[src/rtl/otp_pad_engine.sv]
// otp_pad_engine: LFSR one-time-pad stream engine with a burn-after-use pad store.
module otp_pad_engine #(
  parameter int                DATA_W    = 8,
  parameter int                PAD_DEPTH = 8,
  parameter int                LFSR_W    = 16,
  parameter logic [LFSR_W-1:0] LFSR_TAPS = 16'hB400,
  parameter logic [LFSR_W-1:0] SEED      = 16'hACE1,
  localparam int               IDX_W     = $clog2(PAD_DEPTH)
) (
  input  logic              clk,
  input  logic              rst_n,
  input  logic              zeroize,
  input  logic              in_valid,
  output logic              in_ready,
  input  logic              in_mode,
  input  logic [DATA_W-1:0] in_data,
  input  logic [IDX_W-1:0]  in_idx,
  output logic              out_valid,
  input  logic              out_ready,
  output logic [DATA_W-1:0] out_data,
  output logic [IDX_W-1:0]  out_idx,
  output logic              out_err,
  output logic [IDX_W:0]    pad_count,
  output logic              pad_full
);
  logic [DATA_W-1:0]    pad_mem [PAD_DEPTH];
  logic [PAD_DEPTH-1:0] live;
  logic [IDX_W-1:0]     wr_ptr;
  logic [LFSR_W-1:0]    lfsr;
  logic                 can_load, acc, enc, dec, hit;
  logic [DATA_W-1:0]    pad;
  assign can_load = !out_valid | out_ready;
  // encrypts stall on a live write slot; decrypts never do
  assign in_ready = rst_n & can_load & !zeroize & (in_mode | !live[wr_ptr]);
  assign acc      = in_valid & in_ready;
  assign enc      = acc & !in_mode;
  assign dec      = acc & in_mode;
  assign hit      = live[in_idx];
  assign pad      = lfsr[DATA_W-1:0];
  assign pad_full = pad_count == (IDX_W+1)'(PAD_DEPTH);
  always_ff @(posedge clk or negedge rst_n) begin
    if (!rst_n) begin
      out_valid <= 1'b0;
      out_data  <= '0;
      out_idx   <= '0;
      out_err   <= 1'b0;
      pad_count <= '0;
      wr_ptr    <= '0;
      lfsr      <= SEED;
      live      <= '0;
      for (int i = 0; i < PAD_DEPTH; i++) pad_mem[i] <= '0;
    end else if (zeroize) begin
      out_valid <= 1'b0;
      pad_count <= '0;
      wr_ptr    <= '0;
      lfsr      <= SEED;
      live      <= '0;
      for (int i = 0; i < PAD_DEPTH; i++) pad_mem[i] <= '0;
    end else begin
      out_valid <= acc ? 1'b1 : (out_ready ? 1'b0 : out_valid);
      if (enc) begin
        pad_mem[wr_ptr] <= pad;
        live[wr_ptr]    <= 1'b1;
        out_data        <= in_data ^ pad;
        out_idx         <= wr_ptr;
        out_err         <= 1'b0;
        wr_ptr          <= wr_ptr + IDX_W'(1);
        lfsr            <= (lfsr >> 1) ^ (lfsr[0] ? LFSR_TAPS : '0);
        pad_count       <= pad_count + (IDX_W+1)'(1);
      end
      if (dec) begin
        out_idx  <= in_idx;
        out_err  <= !hit;
        out_data <= hit ? in_data ^ pad_mem[in_idx] : '0;
        if (hit) begin
          live[in_idx]    <= 1'b0;
          pad_mem[in_idx] <= '0;
          pad_count       <= pad_count - (IDX_W+1)'(1);
        end
      end
    end
  end
endmodule

[config.mk]
export PLATFORM = sky130hd
export DESIGN_NAME = otp_pad_engine
export DESIGN_NICKNAME = d
export VERILOG_FILES = /design/src/rtl/otp_pad_engine.sv
export SDC_FILE = /design/constraint.sdc
export NUM_CORES = 1
export LEC_CHECK = 0
export BUFFER_PORTS_ARGS = -buffer_cell sky130_fd_sc_hd__buf_2
export CAP_MARGIN = 10
export CELL_PAD_IN_SITES_DETAIL_PLACEMENT = 1
export CELL_PAD_IN_SITES_GLOBAL_PLACEMENT = 1
export CORE_UTILIZATION = 50
export CTS_BUF_LIST = sky130_fd_sc_hd__clkbuf_8
export DETAILED_ROUTE_END_ITERATION = 7
export HOLD_SLACK_MARGIN = 0.03
export PLACE_DENSITY_LB_ADDON = 0.1
export SLEW_MARGIN = 20
export SYNTH_ARGS = -nofsm -noshare
export SYNTH_HDL_FRONTEND = slang
export SYNTH_SLANG_ARGS = --single-unit
[constraint.sdc]
create_clock -name clk -period 2.4 [get_ports clk]
set_input_delay 0.12 -clock clk [delete_from_list [all_inputs] [get_ports clk]]
set_output_delay 0.12 -clock clk [all_outputs]
set_load 0.02 [all_outputs]
==> impl_results.md <==
- Slowest CP cell: mux4_2
- Reg-to-Reg End: pad_mem[15]
- Synthesis Warnings: 0
- Routed wire length: 15.3 mm
- CTS root buf: clkbuf_8
- Clk sinks: 108
- Setup TNS Final: 0 ns
- Initial antenna violation count: 0
- Gate power share: between 10% and 20%
- GRT overflow: 0
- Number of global-route vias before repair: around 4400
- Largest cells by area after synthesis: dfrtp_1, mux2i_1, nor2_1, dfstp_2, nand2_1
- Area Overhead vs Synth: 9.69%
- Slew Limit Fails: 0
- Reg2reg path depth: 6
- Placed cell count: ~700
- Internal power: around 2.8 mW
- Final setup fails: 0
- Fmax: roughly 440 MHz
- Sequential Power Share: about half
- Avg WL per Cell: approximately 21 um
- Max clock buf depth: 2
- CP Max Fanout: 14
- Slew margin rel.: approximately half
- Largest area contributor in the netlist: dfrtp_1
- Initial Util: 52.0%
- First-pass GRT wire length: approximately 24 mm
- FF-to-FF Start: wr_ptr[1]
- Post-synth ARST share: 100%
- Clock power share: between 30% and 40%
- Post-synth EDFFs: 0
- DRT Pass-1 Iters: 4
- Outcome: finished clean
- Register bit total from synthesis: 108
- Max incr delay on CP: between 0.6 and 0.7 ns
- WP data arrival: approximately 2.1 ns
- Share of layout cells above drive strength 1: ~18%
- Max-Cap Viols: 0
- Critical path class: reg2out
- CTS H-tree lvls: 3
- Avg Cell Area, Syn: 10.4 sq um
- Fin Clk Skew: 0.0112 ns
- Largest net degree at the start of global routing: 60
- Commonest non-fill, non-tap cell in the layout: mux2i_1
- Residual DRC: 0
- Worst setup endpoint: in_ready
- Most frequent cells in the layout: mux2i_1, dfrtp_1, nor2_1
- Die width: ~110 um
- Class of the worst hold path: in2reg
- Row cnt: 38
- Num CTS Buffers: 9
- Number of diodes: 0
- Sequential element share of the synthesized area: 47.7%
- Synth Cell Area: 0.00568 sq mm
- Num ports: 36
- Clock Latency Late Sink: 0.40 ns
- Clock transition at path regs: around 0.10 ns
- Vias: 4220
- Tcrit/Tclk final: 94.2%
- Area after DPL: ~0.0060 sq mm
- Detailed placement HPWL: roughly 11 mm
- LEAKAGE: approximately 3.3 nW
- Final Hold Viols: 0
- Primary flip-flop cell chosen by synthesis mapping: dfrtp_1
- Gate Count Post-Synth: roughly 550
- Final hold slack: between 0.06 and 0.07 ns
- RSZ-0062 raised after global routing: false
- Layout Nets: 595
- Core Area: around 0.011 sq mm
- CP Cell Sequence: mux2i_1 -> mux4_2 -> o2111a_1 -> buf_2
- RD Place Congestion: between 0.8 and 0.9
- Synth top area share: between 40% and 50%
- Number of buffers added on ports: 35
- DR vias/cell: about 5.9
- Setup crit start: wr_ptr[1]
- VDD IR max: approximately 350 uV
- CTS tree: built
- Worst R2R Setup Slack: 0.16 ns
- Gr usage total: between 20 and 30%
- Slew @ Worst Pin: between 0.7 and 0.8 ns
- Final std cells w/o fill: just over 700
- Design Area, Final: about 0.0062 sq mm
- Final min period: roughly 2.3 ns
- Die ar.: between 0.01 and 0.015 sq mm
- Die span in y: ~110 um
- Critical path launch point type: register
- Number of routed nets with antenna violations: 0
- Sw Pwr: slightly below 1 mW
- Synth cell types: between 40 and 50
- Syn nets: 569
- Power Density: between 600 and 700 mW/mm^2
- Sw frac: between 20% and 30%
- CP Capture Type: primary output
- CP required: between 2 and 2.5 ns
- DRT iter0 DRCs: between 200 and 300
[worst max-delay path, delay by kind of cell, from the launching register on]
kind	cells	cell delay, ns
multiplexers	2	0.80
flip-flops	1	0.49
AO/OA/AOI/OAI	1	0.30
buffers and inverters	1	0.16
[repair_timing]
item / in CTS / in global routing
buffers inserted: 0 / 0
hold endpoints to repair: 51 / 0
setup endpoints to repair: 0 / 0
hold buffers: 3 / 0
resized for setup: 0 / 0
[state kept, by name, summed over array words and instances (netlist names)]
register / cells
pad_mem: 64
out_idx: 3
out_valid: 1
out_data: 8
pad_count: 4
out_err: 1
live: 8
lfsr: 16
wr_ptr: 3
[power groups by stage]
stage	logic [mW]	registers [mW]	clock network (mW)
detailed placement	0.460	1.97	0
finish	0.466	1.93	1.38
global placement	0.450	1.97	0
floorplan	0.244	2.00	0
CTS	0.466	1.94	1.41
global route	0.511	1.94	1.47
[cell type report]
| type | count | area (sq um) |
|---|---|---|
| inverters | 15 | 56.3 |
| fillers | 1179 | 4700 |
| clock buffers | 11 | 151 |
| clock inverters | 5 | 98.8 |
| well taps | 140 | 175 |
| flip-flops and latches | 108 | 2710 |
| repair buffers | 68 | 433 |
| multi-input cells | 373 | 2610 |
[cell families after synthesis]
kind of cell               Yosys count  share of synthesized area (%)
and+or+nand+nor                    155                           12.4
muxes                              108                           19.4
DFF                                108                           47.7
AOI/OAI and AO/OA                   94                           11.4
buffers and inverters               68                           6.41
xor gates and xnor gates            13                           2.00
adders and majority gates            3                          0.661
[Yosys cell counts, types with 3 or more instances]
master / number
mux2i_1: 103
buf_2: 21
nand3b_1: 7
buf_4: 12
o2111ai_1: 8
nand2b_1: 3
inv_1: 15
a21oi_1: 19
a32oi_1: 7
o21ai_0: 18
a31oi_1: 4
nor3_1: 5
a21o_1: 7
ha_1: 3
xnor2_1: 6
a22oi_1: 12
dfrtp_1: 100
nand2_1: 37
xor2_1: 7
nor2_1: 78
dfstp_2: 8
a31o_2: 8
clkbuf_1: 13
buf_6: 5
nand3_1: 8
nor2b_1: 7
[routing by layer]
| layer | track usage, % | routed length [um] |
|---|---|---|
| met1 | 39.5 | 7200 |
| met2 | 44.7 | 7160 |
| met3 | 4.54 | 677 |
| met4 | 10.6 | 288 |
| met5 | 0 | 0 |
[worst min path at each step]
stage	depth (start not counted)	startpoint	end	slack [ns]
2_1_floorplan	0	rst_n	lfsr[12]	-0.18
3_3_place_gp	2	rst_n	out_valid	0.30
3_5_place_dp	2	rst_n	pad_count[1]	0.30
4_1_cts	4	in_data[7]	out_data[7]	0.05
5_1_grt	4	in_data[7]	out_data[7]	0.1
6_report	4	in_data[7]	out_data[7]	0.07
[through the flow]
stage | setup slack [ns] | power (mW) | util, %
final | 0.139 | 3.78 | 57.0
after global routing | 0.0551 | 3.92 | 57.0
after CTS | 0.149 | 3.81 | 57.0
after detailed placement | 0.197 | 2.43 | 54.4
after global placement | 0.293 | 2.42 | 54.4
after floorplan | 0.356 | 2.25 | -
(Power assumes the default switching activity.)
